$ cat src/rtl/k_means_apb_loader.sv
// k_means_apb_loader
//   APB master that feeds the k-means accelerator. It takes data-point words
//   from a valid/ready stream and writes each one into the point RAM as
//   RAM_ADDR, RAM_DATA, RAM_CMD. After the last point it writes CTRL (Go).
//   It then polls STATUS until bit0 is set, and finally pulses done with the
//   last status word.
//
// Ports
//   clk, rst           clock, synchronous active-high reset
//   start, num_points  job request (sampled in IDLE) and number of points
//   s_valid/s_data     point word stream in, s_ready out (high only in GET)
//   paddr, pwrite,     APB master request
//   psel, penable,
//   pwdata
//   prdata, pready     APB slave response
//   busy               high from the cycle after start acceptance until done
//   done               one-cycle completion pulse
//   status             last STATUS word read, held until the next start
module k_means_apb_loader #(
  parameter int unsigned          addrWidth    = 8,
  parameter int unsigned          dataWidth    = 32,
  parameter int unsigned          cntWidth     = 8,
  parameter logic [addrWidth-1:0] REG_RAM_ADDR = 8'h00,
  parameter logic [addrWidth-1:0] REG_RAM_DATA = 8'h04,
  parameter logic [addrWidth-1:0] REG_RAM_CMD  = 8'h08,
  parameter logic [addrWidth-1:0] REG_CTRL     = 8'h0C,
  parameter logic [addrWidth-1:0] REG_STATUS   = 8'h10,
  parameter int unsigned          POLL_GAP     = 16
) (
  input  logic                 clk,
  input  logic                 rst,
  input  logic                 start,
  input  logic [cntWidth-1:0]  num_points,
  input  logic                 s_valid,
  input  logic [dataWidth-1:0] s_data,
  output logic                 s_ready,
  output logic [addrWidth-1:0] paddr,
  output logic                 pwrite,
  output logic                 psel,
  output logic                 penable,
  output logic [dataWidth-1:0] pwdata,
  input  logic [dataWidth-1:0] prdata,
  input  logic                 pready,
  output logic                 busy,
  output logic                 done,
  output logic [dataWidth-1:0] status
);

  localparam int unsigned GAP_W = $clog2(POLL_GAP + 1);

  typedef enum logic [3:0] {
    ST_IDLE,
    ST_GET,
    ST_W_ADDR,
    ST_W_DATA,
    ST_W_CMD,
    ST_GO,
    ST_POLL,
    ST_WAIT,
    ST_FIN
  } state_t;

  state_t               state;
  logic [cntWidth-1:0]  cnt;
  logic [cntWidth-1:0]  index;
  logic [dataWidth-1:0] word;
  logic [GAP_W-1:0]     gap_cnt;

  // An APB transfer completes on the edge where the access phase meets pready.
  logic xfer_done_c;
  assign xfer_done_c = psel && penable && pready;

  // Job sequencer and APB master. Every output is a register.
  // The next transfer's SETUP is loaded on the completion edge of the
  // current one, so chained register writes run back to back.
  always_ff @(posedge clk) begin
    if (rst) begin
      state   <= ST_IDLE;
      cnt     <= '0;
      index   <= '0;
      word    <= '0;
      gap_cnt <= '0;
      s_ready <= 1'b0;
      paddr   <= '0;
      pwrite  <= 1'b0;
      psel    <= 1'b0;
      penable <= 1'b0;
      pwdata  <= '0;
      busy    <= 1'b0;
      done    <= 1'b0;
      status  <= '0;
    end else begin
      done <= 1'b0;

      // The first cycle of any transfer state is SETUP. It moves to ACCESS
      // after that and holds there until the slave is ready.
      if (psel && !penable) begin
        penable <= 1'b1;
      end

      case (state)
        ST_IDLE: begin
          if (start) begin
            cnt    <= num_points;
            index  <= '0;
            status <= '0;
            busy   <= 1'b1;
            if (num_points == '0) begin
              state  <= ST_GO;
              psel   <= 1'b1;
              pwrite <= 1'b1;
              paddr  <= REG_CTRL;
              pwdata <= dataWidth'(1);
            end else begin
              state   <= ST_GET;
              s_ready <= 1'b1;
            end
          end
        end

        ST_GET: begin
          if (s_valid && s_ready) begin
            word    <= s_data;
            s_ready <= 1'b0;
            state   <= ST_W_ADDR;
            psel    <= 1'b1;
            pwrite  <= 1'b1;
            paddr   <= REG_RAM_ADDR;
            pwdata  <= dataWidth'(index);
          end
        end

        ST_W_ADDR: begin
          if (xfer_done_c) begin
            penable <= 1'b0;
            paddr   <= REG_RAM_DATA;
            pwdata  <= word;
            state   <= ST_W_DATA;
          end
        end

        ST_W_DATA: begin
          if (xfer_done_c) begin
            penable <= 1'b0;
            paddr   <= REG_RAM_CMD;
            pwdata  <= dataWidth'(1);
            state   <= ST_W_CMD;
          end
        end

        ST_W_CMD: begin
          if (xfer_done_c) begin
            penable <= 1'b0;
            index   <= index + cntWidth'(1);
            if (cntWidth'(index + cntWidth'(1)) == cnt) begin
              state  <= ST_GO;
              paddr  <= REG_CTRL;
              pwdata <= dataWidth'(1);
            end else begin
              // Bus goes idle while the stream is waited on.
              state   <= ST_GET;
              s_ready <= 1'b1;
              psel    <= 1'b0;
              pwrite  <= 1'b0;
              paddr   <= '0;
              pwdata  <= '0;
            end
          end
        end

        ST_GO: begin
          if (xfer_done_c) begin
            penable <= 1'b0;
            pwrite  <= 1'b0;
            paddr   <= REG_STATUS;
            pwdata  <= '0;
            state   <= ST_POLL;
          end
        end

        ST_POLL: begin
          if (xfer_done_c) begin
            penable <= 1'b0;
            psel    <= 1'b0;
            paddr   <= '0;
            status  <= prdata;
            if (prdata[0]) begin
              state <= ST_FIN;
              done  <= 1'b1;
              busy  <= 1'b0;
            end else begin
              state   <= ST_WAIT;
              gap_cnt <= '0;
            end
          end
        end

        // Counting 0..POLL_GAP leaves POLL_GAP+1 idle bus cycles between reads.
        ST_WAIT: begin
          if (gap_cnt == GAP_W'(POLL_GAP)) begin
            state  <= ST_POLL;
            psel   <= 1'b1;
            pwrite <= 1'b0;
            paddr  <= REG_STATUS;
            pwdata <= '0;
          end else begin
            gap_cnt <= gap_cnt + GAP_W'(1);
          end
        end

        // start is not sampled here. A new job has to come from IDLE.
        ST_FIN: begin
          state <= ST_IDLE;
        end

        default: begin
          state <= ST_IDLE;
        end
      endcase
    end
  end

endmodule
$ cat config.mk
export PLATFORM = sky130hd
export DESIGN_NAME = k_means_apb_loader
export DESIGN_NICKNAME = d
export VERILOG_FILES = /design/src/rtl/k_means_apb_loader.sv
export SDC_FILE = /design/constraint.sdc
export NUM_CORES = 1
export LEC_CHECK = 0
export CELL_PAD_IN_SITES_DETAIL_PLACEMENT = 0
export CELL_PAD_IN_SITES_GLOBAL_PLACEMENT = 1
export CORE_ASPECT_RATIO = 1.2
export CORE_UTILIZATION = 35
export DETAILED_ROUTE_END_ITERATION = 10
export HOLD_SLACK_MARGIN = 0.1
export PLACE_DENSITY = 0.78
export RECOVER_POWER = 25
export SLEW_MARGIN = 20
export SYNTH_ARGS = -nofsm -noshare
export SYNTH_HDL_FRONTEND = slang
export SYNTH_SLANG_ARGS = --single-unit
export TNS_END_PERCENT = 20
$ cat constraint.sdc
create_clock -name clk -period 2.8 [get_ports clk]
set_input_delay 0.7 -clock clk [delete_from_list [all_inputs] [get_ports clk]]
set_output_delay 0.7 -clock clk [all_outputs]
set_load 0.03 [all_outputs]
* Word level (Yosys, flattened, before mapping)
Index checks and enable logic that the tools add are counted.
** Operators by class
- Equality and inequality tests :: 23
- Divide/modulo/power cells :: 0
- Muxes and demuxes :: 67
- Bitwise operators :: 2
- Shifts and indexed selects :: 0
- Reductions and logical operators :: 29
- Add/subtract/negate cells :: 2
- Multiply operators :: 0
- Magnitude comparators :: 0
** Operators with widths (count)
- $mux 32 :: 10
- $pmux 32 s7 :: 1
- $mux 8 :: 11
- $pmux 32 s2 :: 1
- $pmux 8 s8 :: 1
- $mux 4 :: 10
- $pmux 4 s8 :: 1
- $ne 2x2->1 const B :: 14
- $reduce_and 8->1 :: 3
- $mux 1 :: 21
- $eq 4x3->1 const B :: 4
- $pmux 8 s2 :: 1
- $mux 5 :: 3
- $pmux 1 s5 :: 2
- $pmux 5 s2 :: 1
- $reduce_and 10->1 :: 1
- $reduce_bool 5->1 :: 2
- $reduce_and 9->1 :: 1
- $add 8x1->8 const B :: 1
- $eq 4x2->1 const B :: 2
- $eq 8x8->1 :: 1
- $logic_not 8->1 :: 1
- $reduce_and 4->1 :: 2
- $reduce_bool 8->1 :: 1
- 18 further kinds :: 27
** Storage, ports and cells
- Input bits :: 77
- ROM bits :: 0
- Output and inout port bits :: 78
- Flip-flop bits (word level) :: 135
- Logic and storage cells :: 137
- Bits in latches :: 0
- Memories kept :: 0
- RAM bits :: 0

* Depth between registers and ports, before layout
- Word-level depth :: 5
- Gate-level depth with buffers :: 9
- Gate-level depth less buffers :: 8

* Worst setup path before layout
No wires, ideal clock.
- Kind :: in2reg
- Start point :: input num_points[0]
- End point :: register pwdata[0]
- Stages on the path :: 6
- Data arrival time :: 2.105 ns
- Required time :: 2.671 ns
- Setup time :: 0.129 ns
- Path buffers :: 0
- Slack :: 0.566 ns
- Cell sequence :: nor4_1 nand3_1 a221oi_1 o211ai_1 a2111oi_0 nor2_1
** Between the ends
- Word-level cells in the longest chain between the ends :: 3
** RTL lines
- start: declaration :: RTL line 33 : input logic [cntWidth-1:0] num_points,
- $logic_not 8->1 :: RTL line 108 : if (num_points == '0) begin
- $ne 2x2->1 (no line)
- $reduce_and 9->1 (no line)
- end signal: assignment :: RTL line 113 : pwdata <= dataWidth'(1);
- end signal: assignment :: RTL line 129 : pwdata <= dataWidth'(index);
- end signal: assignment :: RTL line 137 : pwdata <= word;
- end: declaration :: RTL line 41 : output logic [dataWidth-1:0] pwdata,
Every way passes these cells.
A chain may end at the register's enable or synchronous reset.

* Worst setup path after layout
- Start point :: register index[2]
- End point :: register pwrite
** Between the ends
- Word-level cells in the longest chain between the ends :: 4
** RTL lines
- start: declaration :: RTL line 65 : logic [cntWidth-1:0] index;
- start signal: assignment :: RTL line 154 : index <= index + cntWidth'(1);
- $add 8x1->8 :: RTL line 155 : if (cntWidth'(index + cntWidth'(1)) == cnt) begin
- $eq 8x8->1 :: RTL line 155
- $ne 2x2->1 (no line)
- $reduce_and 8->1 (no line)
- end signal: assignment :: RTL line 164 : pwrite <= 1'b0;
- end signal: assignment :: RTL line 174 : pwrite <= 1'b0;
- end signal: assignment :: RTL line 203 : pwrite <= 1'b0;
- end: declaration :: RTL line 38 : output logic pwrite,
Every way passes these cells.

==> impl_metrics.csv <==
group,metric,value,unit
outcome,outcome,"complete, no violations",
finish,nFillCells,1467,
sta,fmax,401.7,MHz
hold_path,hp-class,"reg2reg",
yosys,muxShareOfSynthArea,0.7386,%
setup_path,critPathSlowestCell,"or4_1",
floorplanning,ios,155,
drt,vias,5432,
yosys,synth_flop_cell,"dfxtp_1",
sta,slew_headroom,52.94,%
yosys,postSynthAreaPerCell,7.874,sq um
setup_path,rr_endpoint,"pwrite",
cts,clk_latency,0.41,ns
place,place.gp.congestion,0.7958,
sta,hold-worst-slack,0.4485,ns
finish,mostFrequentLayoutCells,"nand2_1, clkdlybuf4s50_1, dfxtp_1",
sta,tightest_slew,0.7058,ns
sta,fin_skew,0.01056,ns
drt,antenna_left,0,
sta,fin_crit,2.490,ns
yosys,yosysWarnings,0,
power,internal-power,0.003926,W
setup_path,crit_path_max_incr_delay,0.59,ns
cts,cts_buffers,17,
setup_path,start_kind,"register",
yosys,yosys.area.top_type_share,46.55,%
power,clockPowerShare,37.6,%
floorplanning,fp.dieH,140.4,microns
floorplanning,die_area,16480,sq um
power,pwr_density_cell,734.5,nW/um^2
yosys,synthSimpleGateAreaFrac,25.58,%
setup_path,path_cells,"and4_1 -> nand2_1 -> or4_1 -> a311oi_4 -> a2111oi_0 -> o221a_1",
floorplanning,fp.coreArea,15580,sq um
power,vdd_drop_max,0.5345,mV
floorplanning,start_util,35.89,%
yosys,yosysTopAreaCell,"dfxtp_1",
drt,totalWireLength,15.53,mm
yosys,synth_seq_cells,130,
drt,vias_per_cell,5.081,
place,post-dp-hpwl,10.57,mm
place,place_ws,-0.1066,ns
place,numPortBuffers,149,
cts,h-tree-depth,4,
sta,finalCritPeriodShare,88.91,%
drt,drc,0,
yosys,synth_compound_area_share,18.96,%
finish,layout_commonest_cell,"nand2_1",
power,switching_power,0.001880,W
cts,cts_setup_buffers,0,
drt,detail_route.wl_per_cell,14.52,microns
setup_path,cp-end-kind,"register",
power,seqPwrFrac,34.8,%
yosys,synth-xor-area-share,1.567,%
setup_path,reg2reg_from,"index[2]",
yosys,synthArstFlopShare,0,%
power,pwr-share-comb,27.7,%
setup_path,worstPathArrival,2.79,ns
setup_path,crit_path_start,"index[2]",
cts,cts-root-buf,"clkbuf_16",
global_routing,grt_first_pass_wirelength,25.67,mm
sta,setup_slack,0.3104,ns
setup_path,cp-endpoint,"pwrite",
power,p_sw_share,32.38,%
cts,cts_hold_buf,0,
floorplanning,num_rows,50,
cts,clock-sinks,130,
sta,slew_violations,0,
drt,detail_route.iter0.violations,319,
job,max-cap-violations,0,
setup_path,path_max_fanout,8,
finish,diodes,0,
global_routing,grt.total_usage,19.19,%
power,total_power,0.005806,W
setup_path,rrSetupSlack,0.31,ns
cts,post_cts_resized,0,
global_routing,grt_pass1_vias,5234,
finish,area_growth,41.41,%
drt,drt_first_pass_iters,6,
cts,clockBufferDepth,2,
setup_path,crit_type,"reg2reg",
yosys,yosys.area_share.adder,0.6714,%
cts,clk_pin_slew,0.05,ns
power,leakage,2.728,nW
setup_path,rr_worst_depth,6,
global_routing,grt_max_degree,74,
global_routing,antenna_found_initial,0,
sta,fin_tns_setup,0,ns
cts,cts_tree,"built",
setup_path,required,3.10,ns
finish,nNetsFinal,928,
finish,drive_above_1_share,8.130,%
sta,hold_viol_final,0,
yosys,synth_edf_count,0,
global_routing,grt_overflow,0,
sta,setup_violations,0,
yosys,synth_top_family_by_area,"simple AND/OR/NAND/NOR gates",
yosys,synthTopCellsByArea,"dfxtp_1, a21oi_1, nand2_1",
yosys,synth_cells,710,
floorplanning,die_x,117.4,microns
sta,rsz0062_at_grt,"no",
yosys,yosysSeqAreaShare,46.55,%
yosys,syn_area,5590,sq um
yosys,synth_cell_types,59,
[worst max-delay path, delay by kind of cell (launching register included)]
family          cells  cell delay, ns
compound gates      3            0.94
flops               1            0.45
simple gates        3            0.98
[layout make-up]
cell class | count | area, sq um | area share [%]
multi-input combinational | 516 | 2695 | 34.09
sequential | 130 | 2603 | 32.92
timing repair buffer | 178 | 1735 | 21.95
clock buffer | 24 | 491.7 | 6.220
tap | 208 | 260.3 | 3.292
clock inverter | 8 | 101.3 | 1.282
inverter | 5 | 18.77 | 0.2374
[sequential cells by signal, indices dropped and copies added (netlist names), 3 cells and up]
signal,cells
cnt,8
gap_cnt,5
index,8
paddr,3
pwdata,32
state,4
status,32
word,32
[kinds of logic after synthesis]
| logic type | count (synthesis) |
|---|---|
| AND/OR/NAND/NOR | 315 |
| AO/OA/AOI/OAI | 179 |
| flip-flops | 130 |
| buffers and inverters | 68 |
| XOR/XNOR | 10 |
| multiplexers | 4 |
| adder cells (fa/ha/maj) | 3 |
| other | 1 |
[routing by layer]
layer | up-vias | global-route usage, % | part of all wire [%]
met5 | - | 0 | 0
met1 | 2529 | 23.43 | 45
met4 | 0 | 6.562 | 1.0
met2 | 180 | 31.42 | 47
li1 | 2714 | - | -
met3 | 9 | 6.515 | 6.9
[power groups by stage]
stage	registers, W	clock network [W]	logic, W
after floorplan	0.00211	0	0.000975
after global placement	0.00205	0	0.00160
after detailed placement	0.00206	0	0.00161
after CTS	0.00202	0.00224	0.00162
after global routing	0.00203	0.00234	0.00176
final	0.00202	0.00218	0.00161
[cell usage after synthesis, drive strengths merged (3+ instances only)]
cell,count
nand2,164
dfxtp,130
a21oi,123
nand3,70
clkbuf,41
nor2,34
buf,22
o21ai,17
nor3,8
a22o,7
xor2,6
and2,5
o211ai,5
a2111oi,4
inv,4
nor2b,4
or3,4
xnor2,4
a211o,3
a31oi,3
ha,3
mux2i,3
nand2b,3
nand4,3
nor4bb,3
or4,3
[through the flow]
step	cells	area, sq um	utilization [%]
after CTS	1069	7914	50.80
final	1069	7905	50.75
after global placement	1037	7321	47.00
after floorplan	714	5605	-
after detailed placement	1037	7321	47.00
after global routing	1069	7905	50.75
[how the worst min path moves through the flow]
stage	start	end	slack [ns]	cells past startpoint
6_report	status[23]	status[23]	0.45	2
5_1_grt	word[17]	word[17]	0.47	2
4_1_cts	status[28]	status[28]	0.45	2
2_1_floorplan	word[1]	word[1]	0.44	2
3_5_place_dp	status[28]	status[28]	0.45	2
3_3_place_gp	status[25]	status[25]	0.44	2
(Power assumes the default switching activity.)
==> RTL edit 1, RTL diff (same settings) <==
Make the reset (`rst`) asynchronous in one clocked block. Comments in the files are not updated.
--- a/src/rtl/k_means_apb_loader.sv
+++ b/src/rtl/k_means_apb_loader.sv
@@ -75,3 +75,3 @@
   // current one, so chained register writes run back to back.
-  always_ff @(posedge clk) begin
+  always_ff @(posedge clk or posedge rst) begin
     if (rst) begin
Check against the original RTL: differs if rst is asserted again (counterexample within 4 cycles, from zero or initial values and one cycle with rst high); with rst held inactive, the same outputs for 4 cycles.
==> RTL edit 1 against the original RTL <==
  * Cell count decreased by 10%
  * Fmax is 1.2% lower
  * Setup slack got worse by 0.030 ns
  * Synthesized area up 6.6%
  * Non-clock buffer count is 6 lower
  * First-iteration DRC count grew 1.6%
  * Sequential cell count unchanged
  * Design area is 6.3% higher
  * Wire length is 0.93% lower
Power is not compared: it rests on default switching activity, and its combinational part moved more than twofold at a synthesized area within 25%.
==> RTL edit 1: results (changes against the original RTL) <==
====================================================================================
Maximum number of pins on one net before global-route repair                      78   +5.4%
Yosys warnings                                                                     0   unchanged
Worst-case setup slack after placement                                     -0.139 ns   -0.0320 ns
Placed cells                                                                     929   -10%
Worst-path clk slew                                                          0.06 ns
Estimated wirelength of the detail-placed design                        10900 microns   +3.5%
1st-iter DRT viols                                                               324   +1.6%
Headroom to the max-slew limit                                                 0.280   -0.249
Number of buffers inserted during clock tree synthesis                            17   unchanged
All-layer global routing usage                                                 0.190   -0.00239
Via count normalized by instance count                                          4.98   -2.0%
Leading register cell type out of synthesis                                  dfrtp_1
Layout overhead on the synthesized area                                        41.0%
Via count of the first global-routing pass                                      5040   -3.7%
Net count reported at finish                                                     816   -12%
Post-synthesis compound-gate area fraction                                     0.100   -0.0892
Max Fanout on Critical Path                                                        8   unchanged
Worst Clk Skew                                                            0.00572 ns   -0.00484 ns
Instance area at placement                                              0.00776 sq mm   +6.0%
Met3 global-route usage                                                       0.0727   +0.00757
Gpl congestion                                                                 0.812   +2.0%
Clock latency of the later-clocked register in the worst-skew pair           0.42 ns
Diodes inserted                                                                    0   unchanged
Portion of netlist area occupied by mux cells                                 0.0853   +0.0779
Routing usage on met1                                                          0.223   -0.0109
Routed len/inst                                                         16.0 microns   +10%
Fraction of the mapped netlist area in adder cells                           0.00630   -0.000415
Class of the most critical hold timing path                               reg -> reg
Number of antenna violations at the first check in global routing                  0   unchanged
Worst IR Drop VDD                                                         0.000577 V
Unique cell type count in the Yosys netlist                                       67   +14%
Pre-antenna DRT Iters                                                              4   -2
Status                                                                     completed
Share of the yosys chip area belonging to registers                            0.546   +0.0805
Synthesized instance count                                                       585   -18%
Fraction of final layout cells with drive strength greater than 1              0.147   +0.0656
Synthesized-area fraction occupied by xor and xnor cells                      0.0191   +0.00344
Share of flip-flops with an asynchronous set or reset after synthesis           1.00   +1.00
Sort of element at the end of the critical path                             register
Global-route wire length before repair                                  25800 microns   +0.62%
Top cells by area in the synthesized netlist                            dfrtp_1 55%, nand2_1 8.2%, mux2_2 7.2%
Top cells by count, synth                                               130 x dfrtp_1, 130 x nand2_1, 41 x nor2_1, 38 x mux2_2, 32 x nand3_1
CTS-repair resized insts                                                           0   unchanged
Longest Clk Path Bufs                                                              2   unchanged
WP data arrival                                                              2.82 ns   +0.03 ns
Filler Cells Inserted                                                           1526   +4.0%
GR met2 Demand/Resource                                                        0.305   -0.00880
Final standard cell count with taps included and fillers excluded                961   -10%
====================================================================================
RTL edit 1: per-layer routing:
| layer | vias to the layer above | part of all wire |
|---|---|---|
| met1 | 2309 | 0.41 |
| met3 | 28 | 0.078 |
| met2 | 151 | 0.49 |
| met4 | 0 | 0.024 |
| li1 | 2298 | - |
| met5 | - | 0 |
RTL edit 1: logic make-up (layout without fill, tap and decap cells):
kind of cell / Yosys count / count (layout)
buf+inv: 50 / 210
simple gates: 251 / 251
flops: 130 / 130
fa+ha+maj: 3 / 3
other cells: 1 / 5
compound gates: 92 / 92
mux: 45 / 45
xor+xnor: 13 / 13
RTL edit 1: final timing paths:
check                               from    endpoint  slack [ns]  depth (start not counted)
min reg2reg                   pwdata[19]  pwdata[19]        0.46                          2
max reg2reg                     index[1]        psel        0.28                          7
max                        num_points[1]   pwdata[3]        0.28                          7
min in group asynchronous            rst   status[1]        0.66                          2
max in group asynchronous            rst  gap_cnt[0]        0.76                          3
min                           pwdata[19]  pwdata[19]        0.46                          2
RTL edit 1: final cells by class:
cell class	instances	share of cell area
Inverter	6	0.00283
Clock buffer	18	0.0511
Multi-Input combinational cell	409	0.295
Timing Repair Buffer	172	0.205
Clock inverter	14	0.0271
Tap cell	212	0.0316
Sequential cell	130	0.387
RTL edit 1: power groups by stage:
stage / combinational, mW / clock [mW] / sequential (mW)
after floorplan: 2.04 / 0 / 3.67
after global placement: 4.13 / 0 / 3.08
after detailed placement: 4.19 / 0 / 3.13
after CTS: 4.20 / 2.53 / 3.11
after global routing: 4.50 / 2.62 / 3.19
final: 4.15 / 2.49 / 3.09
RTL edit 1: critical path: stages:
cell and delay [ns]:
clkdlybuf4s50_1 0.44, nor4_2 0.41, nand2_1 0.12, a2111o_1 0.46
o21bai_2 0.30, a221oi_1 0.30, nor2_1 0.07
==> RTL edit 2, RTL diff (same settings) <==
Made on the original files. Set the parameter `REG_STATUS` to 8'h08 (it was 8'h10).
--- a/src/rtl/k_means_apb_loader.sv
+++ b/src/rtl/k_means_apb_loader.sv
@@ -26,3 +26,3 @@
   parameter logic [addrWidth-1:0] REG_CTRL     = 8'h0C,
-  parameter logic [addrWidth-1:0] REG_STATUS   = 8'h10,
+  parameter logic [addrWidth-1:0] REG_STATUS   = 8'h08,
   parameter int unsigned          POLL_GAP     = 16
Behaviour: not the same (a bounded check fails within 4 cycles, from zero or initial values and one cycle with rst high).
==> RTL edit 2 against the original RTL <==
  * Synthesized area barely moved
  * Die area barely moved
  * Count of clock-buffer cells in the layout fell by 5
  * Setup slack improved by 0.0010 ns
  * Clock skew fell by 0.0053 ns
  * Critical path depth rose by 3
  * Hold slack got worse by 0.00058 ns
  * Power fell by 1.1%
  * Critical endpoint is now pwdata[12]
  * Non-clock buffer count did not move
  * Design area fell by 0.73%
  * Wire length fell by 2.2%
  * Sequential cell count fell by 1
  * Sequential share of layout area barely moved
==> RTL edit 2: results (changes against the original RTL) <==
================================================================================
Beginning of the worst register-to-register path                        index[1]
Layout overhead on the synthesized area                                    40.5%
Instance area at placement                                          0.00727 sq mm   -0.68%
Worst Clk Skew                                                        0.00526 ns   -0.00530 ns
Max Fanout on Critical Path                                                   31   +23
End of the worst register-to-register path                               s_ready
Global-route wire length before repair                              25400 microns   -1.0%
1st-iter DRT viols                                                           222   -30%
IO buf count                                                                 148   -0.67%
Origin of the worst setup path                                      num_points[4]
Crit path capture                                                     pwdata[12]
Max stage delay cell, worst path                                    clkdlybuf4s50_1
All-layer global routing usage                                             0.190   -0.00147
Area share of the largest cell type after synthesis                        0.462   -0.00327
Gpl congestion                                                             0.847   +6.4%
Placed cells                                                                1029   -0.77%
Maximum number of pins on one net before global-route repair                  68   -8.1%
Share of the yosys chip area belonging to registers                        0.462   -0.00327
Setup slack of the worst register-to-register path                       0.31 ns   about the same
Worst IR Drop VDD                                                     0.000481 V   -10%
Top cells by area in the synthesized netlist                        dfxtp_1 46%, a21oi_1 10%, nand2_1 10%
Top cells by count, synth                                           151 x nand2_1, 129 x dfxtp_1, 114 x a21oi_1, 74 x nand3_1, 52 x clkbuf_1
Fraction of final layout cells with drive strength greater than 1         0.0950   +0.0137
Unique cell type count in the Yosys netlist                                   60   +1.7%
Via count of the first global-routing pass                                  5190   -0.84%
Routed len/inst                                                     14.3 microns   -1.4%
Status                                                                 completed
================================================================================
RTL edit 2: cell types whose count changed in the layout (fill, tap and decap cells not counted), sizes merged, moves of 4 or more:
cell / change
nand2: -13
nand3: +4
o21ai: -5
clkdlybuf4s50: -18
clkinv: +4
dlygate4sd3: +17
clkbuf: -4
o211ai: -5
mux2i: +5
or3: +6
a21oi: -9
RTL edit 2: per-stage QoR:
| step | setup TNS, ns | power (mW) |
|---|---|---|
| floorplan | 0 | 3.03 |
| global placement | -3.48 | 3.62 |
| detailed placement | -3.08 | 3.64 |
| CTS | 0 | 5.82 |
| global route | 0 | 6.05 |
| finish | 0 | 5.74 |
RTL edit 2: per-layer routing:
| layer | part of all wire | vias to the layer above | GRT usage |
|---|---|---|---|
| li1 | - | 2693 | - |
| met1 | 0.44 | 2451 | 0.230 |
| met2 | 0.49 | 145 | 0.318 |
| met3 | 0.057 | 19 | 0.0599 |
| met4 | 0.014 | 0 | 0.0670 |
| met5 | 0 | - | 0 |
RTL edit 2: worst min-delay path by stage:
stage | startpoint | slack (ns) | endpoint
2_1_floorplan | word[7] | 0.44 | word[7]
3_3_place_gp | status[6] | 0.44 | status[6]
3_5_place_dp | status[20] | 0.45 | status[20]
4_1_cts | status[20] | 0.45 | status[20]
5_1_grt | status[3] | 0.46 | status[3]
6_report | status[20] | 0.45 | status[20]
RTL edit 2: logic make-up after synthesis:
group / share of synthesized area
AOI/OAI and AO/OA: 0.173
buffers and inverters: 0.0638
and+or+nand+nor: 0.259
adders and majority gates: 0.00672
other: 0.000671
muxes: 0.0143
xor gates and xnor gates: 0.0202
DFF: 0.462
RTL edit 2: layout make-up:
cell class | instances | share of cell area
multi-input combinational | 508 | 0.341
sequential | 129 | 0.329
timing repair buffer | 178 | 0.219
clock buffer | 19 | 0.0577
tap | 208 | 0.0332
clock inverter | 13 | 0.0175
inverter | 6 | 0.00287
RTL edit 2: worst min-delay path, stage by stage (launching register included):
cell and delay, ns:
dfxtp_1 0.30, nand2_1 0.05, a21oi_1 0.05
RTL edit 2: report_power, final:
part	leakage [nW]	internal [mW]	switching [mW]
Sequential	1.04	1.94	0.115
Clock	0.285	1.35	0.809
Combinational	1.49	0.579	0.941
Total	2.82	3.88	1.86
